===== config.mk =====
export PLATFORM = sky130hd
export DESIGN_NAME = div_unit
export DESIGN_NICKNAME = d
export VERILOG_FILES = /design/src/rtl/div_unit.sv
export SDC_FILE = /design/constraint.sdc
export NUM_CORES = 1
export LEC_CHECK = 0
export ABC_AREA = 1
export CAP_MARGIN = 20
export CORE_ASPECT_RATIO = 1.4
export CORE_MARGIN = 8
export CORE_UTILIZATION = 59
export DETAILED_ROUTE_END_ITERATION = 10
export PLACE_DENSITY_LB_ADDON = 0.2
export SLEW_MARGIN = 20
export SYNTH_ARGS = -nofsm -noshare
export SYNTH_HDL_FRONTEND = slang
export SYNTH_SLANG_ARGS = --single-unit

===== constraint.sdc =====
create_clock -name clk -period 5 [get_ports clk]
set_clock_uncertainty 0.15 [all_clocks]
set_input_delay 0.5 -clock clk [delete_from_list [all_inputs] [get_ports clk]]
set_output_delay 0.5 -clock clk [all_outputs]
set_load 0.005 [all_outputs]

===== src/rtl/div_unit.sv =====
// Sequential 32-bit divider for the EX stage: restoring radix-2, one quotient bit
// per cycle, signed/unsigned, with divide-by-zero shortcut and pipeline flush.
module div_unit (
    input  logic        clk,
    input  logic        rst,
    input  logic        div_start,
    input  logic        div_signed,
    input  logic [31:0] dividend,
    input  logic [31:0] divisor,
    input  logic        annul,
    output logic [63:0] div_result,
    output logic        div_ready,
    output logic        stall_req
);

    typedef enum logic [1:0] {
        S_IDLE   = 2'd0,
        S_BYZERO = 2'd1,
        S_ON     = 2'd2,
        S_END    = 2'd3
    } state_t;

    state_t      state_q, state_d;
    logic [4:0]  count_q, count_d;
    logic [64:0] rq_q, rq_d;
    logic [31:0] dvsr_q, dvsr_d;
    logic        q_neg_q, q_neg_d;
    logic        r_neg_q, r_neg_d;
    logic [63:0] result_q, result_d;

    logic [64:0] shifted;
    logic [32:0] diff;
    logic [64:0] step_rq;
    logic [31:0] quo_fix;
    logic [31:0] rem_fix;
    logic [31:0] dividend_mag;

    always_ff @(posedge clk or negedge rst) begin
        if (!rst) begin
            state_q  <= S_IDLE;
            count_q  <= '0;
            rq_q     <= '0;
            dvsr_q   <= '0;
            q_neg_q  <= 1'b0;
            r_neg_q  <= 1'b0;
            result_q <= '0;
        end else begin
            state_q  <= state_d;
            count_q  <= count_d;
            rq_q     <= rq_d;
            dvsr_q   <= dvsr_d;
            q_neg_q  <= q_neg_d;
            r_neg_q  <= r_neg_d;
            result_q <= result_d;
        end
    end

    always_comb begin
        // One restoring step: shift, trial-subtract from the upper 33 bits, keep or restore.
        shifted = rq_q << 1;
        diff    = shifted[64:32] - {1'b0, dvsr_q};
        if (diff[32]) begin
            step_rq = shifted;
        end else begin
            step_rq = {diff, shifted[31:1], 1'b1};
        end
        quo_fix = q_neg_q ? (~step_rq[31:0] + 32'd1)  : step_rq[31:0];
        rem_fix = r_neg_q ? (~step_rq[63:32] + 32'd1) : step_rq[63:32];

        dividend_mag = (div_signed && dividend[31]) ? (~dividend + 32'd1) : dividend;
    end

    always_comb begin
        state_d  = state_q;
        count_d  = count_q;
        rq_d     = rq_q;
        dvsr_d   = dvsr_q;
        q_neg_d  = q_neg_q;
        r_neg_d  = r_neg_q;
        result_d = result_q;

        case (state_q)
            S_IDLE: begin
                if (div_start && !annul) begin
                    dvsr_d   = (div_signed && divisor[31]) ? (~divisor + 32'd1) : divisor;
                    rq_d     = {33'd0, dividend_mag};
                    q_neg_d  = div_signed & (dividend[31] ^ divisor[31]);
                    r_neg_d  = div_signed & dividend[31];
                    count_d  = '0;
                    result_d = '0;
                    state_d  = (divisor == 32'd0) ? S_BYZERO : S_ON;
                end
            end
            S_BYZERO: begin
                result_d = '0;
                state_d  = S_END;
            end
            S_ON: begin
                rq_d    = step_rq;
                count_d = count_q + 5'd1;
                if (count_q == 5'd31) begin
                    result_d = {rem_fix, quo_fix};
                    state_d  = S_END;
                end
            end
            S_END: begin
                if (!div_start) begin
                    state_d = S_IDLE;
                end
            end
            default: state_d = S_IDLE;
        endcase

        // Flush overrides every other transition.
        if (annul) begin
            state_d = S_IDLE;
            count_d = '0;
        end
    end

    assign div_ready  = (state_q == S_END);
    assign div_result = div_ready ? result_q : 64'h0;
    assign stall_req  = div_start & ~div_ready & ~annul;

endmodule


==> flow_summary_export.csv <==
group,metric,value,unit
die,die_x,143,um
logic_synthesis,synth_top_family_by_area,"simple AND/OR/NAND/NOR gates",
routing,ant_nets,0,
logic_synthesis,synth_edf_count,0,
layout,drive_above_1_share,6.45,%
placement,io_buffers,134,
worst_setup_path,rr_startpoint,"rq_q[31]",
clocking,cts_resized,0,
sta,slew_viol_final,0,
global_routing,grt_overflow_total,0,
die,start_util,59.8,%
routing,route.detailed.drc,0,
placement,post_dp_cell_area,0.0149,mm2
clocking,ctsRootBufferMaster,"clkbuf_16",
clocking,cts_max_level,4,
layout,fillers,2035,
clocking,cts_buffer_depth,2,
clocking,clock_sinks,169,
worst_setup_path,reg2reg_depth,27,
layout,fin_cells,2457,
global_routing,grt_util_all_layers,31.9,%
layout,synthToLayoutAreaGrowth,15.4,%
clocking,cts_tree,"yes",
logic_synthesis,synth-compound-area-share,15.3,%
logic_synthesis,synth-xor-area-share,4.57,%
layout,final_area,0.0155,mm2
die,die-area,0.0279,mm2
global_routing,grt_max_degree,170,
layout,num-nets-final,2256,
worst_setup_path,rr_endpoint,"result_q[28]",
clocking,clkTransAtPathRegs,0.07,ns
routing,vias,13800,
worst_setup_path,cp_common_cell,"nand2_1",
worst_setup_path,slowest_stage,"fa_1",
min_path,hp-class,"in -> async",
logic_synthesis,synthSimpleGateAreaFrac,33.5,%
die,ioPinCount,135,
worst_setup_path,r2r_slack,0.56,ns
routing,drt_pass1_iterations,5,
worst_setup_path,critPathArrivalTime,4.62,ns
die,die_y,194,um
sta,relSlewSlack,23.0,%
logic_synthesis,synthMuxAreaShare,0,%
clocking,clk_latency,0.44,ns
routing,viasPerCell,5.62,
global_routing,grt_pass1_wl,69.5,mm
logic_synthesis,ys_async_sr_fraction,100,%
worst_setup_path,end_kind,"flop",
logic_synthesis,yosysSeqAreaShare,31.5,%
sta,tns,0,ns
routing,drt_iter0_markers,899,
logic_synthesis,synth_ff_type,"dfrtp_1",
sta,min_period,4.44,ns
logic_synthesis,synth_top_area_share,31.5,%
sta,worstMarginPinSlew,1.15,ns
sta,max_freq,225,MHz
clocking,cts_hold_buf,0,
placement,dpl.cell_count,2426,
worst_setup_path,crit_fanout,12,
clocking,cts_setup_buffers,0,
outcome,status,"finished clean",
global_routing,antenna_found_initial,1,
sta,rsz0062_at_grt,"false",
die,core-area,0.0224,mm2
routing,routedWlPerCell,17.8,um
global_routing,grt_pass1_vias,13800,
routing,routed_wirelength,43.6,mm
sta,holdWs,0.00859,ns
logic_synthesis,postSynthCellCount,2046,
die,rows,65,
sta,finalCritPeriodShare,88.8,%
worst_setup_path,critPathLaunchType,"flop",
clocking,numCtsBuffers,17,
sta,finalHoldViolations,0,
logic_synthesis,yosysTopAreaCell,"dfrtp_1",
logic_synthesis,synth_warnings,0,
logic_synthesis,syn_nets,2158,
logic_synthesis,synth_seq_cells,169,
logic_synthesis,synthTopCellsByArea,"dfrtp_1 32%, nand2_1 17%, inv_1 8.4%",
logic_synthesis,synth_area,0.0134,mm2
placement,gp_congestion,0.999,
worst_setup_path,critPathMaxStageDelay,0.43,ns
logic_synthesis,synthDistinctLibCells,55,
logic_synthesis,avgSynthCellArea,6.56,um2
sta,setup_viol,0,
logic_synthesis,synth-adder-area-share,4.06,%
job,cap_viol_max_count,0,
worst_setup_path,crit_type,"reg -> reg",
placement,post-dp-hpwl,33.3,mm
layout,diodes,0,
worst_setup_path,required,5.18,ns
## worst max-delay path, delay by kind of cell (launching register included)
family / cells / cell delay [ns]
buffers and inverters: 3 / 0.29
adders and majority gates: 3 / 0.75
and+or+nand+nor: 17 / 2.15
AOI/OAI and AO/OA: 4 / 0.65
DFF: 1 / 0.36
## cell usage in the layout, fill, tap and decap left out, drive strengths merged
cell	count
nand2	662
inv	305
o21ai	181
dfrtp	169
nor2	169
clkdlybuf4s50	133
nand3	114
a21oi	92
ha	42
xor2	38
nor3	37
xnor2	32
o22ai	31
o211ai	23
nand4	22
clkbuf	19
buf	13
nor4	11
o21bai	9
clkinv	8
or2	7
nand3b	6
a31oi	5
o31ai	4
a32o	3
clkinvlp	3
a21o	2
nor3b	2
a21boi	2
a22o	2
o2111ai	2
a22oi	2
and2	1
a211oi	1
o221ai	1
o41ai	1
fa	1
bufinv	1
## routing by layer
| layer | wire [um] | GRT usage [%] |
|---|---|---|
| met5 | 9 | 0 |
| met4 | 3770 | 25.0 |
| met3 | 2100 | 4.51 |
| met2 | 22900 | 58.5 |
| met1 | 14800 | 31.2 |
## final cells by class
cell class	count	area (um2)	share of cell area, %
inverters	305	1140	7.39
repair buffers	146	1450	9.33
well taps	301	377	2.43
flip-flops and latches	169	4230	27.3
multi-input cells	1505	7730	49.9
clock buffers	19	443	2.86
clock inverters	12	118	0.760
## Yosys cell counts, types with 4 or more instances
library cell,number
nand2_1,613
inv_1,299
dfrtp_1,169
o21ai_0,167
nor2_1,152
nand3_1,109
a21oi_1,85
clkbuf_1,45
ha_1,42
xor2_1,38
nand2_2,36
nor3_1,36
xnor2_1,32
o22ai_1,31
o211ai_1,23
nand4_1,22
nor2_2,14
nand2_4,11
nor4_1,11
o21ai_1,11
buf_1,10
o21bai_1,9
nand3b_1,6
or2_2,6
a31oi_1,5
buf_6,5
a21oi_2,4
nand3_2,4
o31ai_1,4
## worst max-delay path by stage
stage / end / cells after the start / slack [ns] / startpoint
4_1_cts: result_q[28] / 27 / 0.56 / rq_q[31]
3_3_place_gp: result_q[30] / 27 / 0.67 / rq_q[31]
6_report: result_q[28] / 27 / 0.56 / rq_q[31]
3_5_place_dp: result_q[28] / 27 / 0.59 / rq_q[31]
2_1_floorplan: result_q[30] / 28 / 0.99 / rq_q[31]
5_1_grt: result_q[28] / 27 / 0.1 / rq_q[31]
## state kept, by name, indices dropped and copies added, names as in the netlist
signal	count
dvsr_q	32
r_neg_q	1
q_neg_q	1
state_q	2
count_q	5
rq_q	64
result_q	64
## per-stage QoR
step           setup WS [ns]  util, %
5_1_grt               0.0977     69.0
2_1_floorplan          0.985        -
3_3_place_gp           0.666     66.5
6_report               0.558     69.0
4_1_cts                0.556     69.0
3_5_place_dp           0.586     66.5
## cells by family (layout without fill, tap and decap cells)
family | count (synthesis) | after routing
AND/OR/NAND/NOR | 1031 | 1031
buffers and inverters | 372 | 482
AO/OA/AOI/OAI | 361 | 361
flip-flops | 169 | 169
XOR/XNOR | 70 | 70
adder cells (fa/ha/maj) | 43 | 43
Power is left out: the tool's default activity adds up to more than one toggle a clock period on the data nets, which glitch-free logic cannot reach.
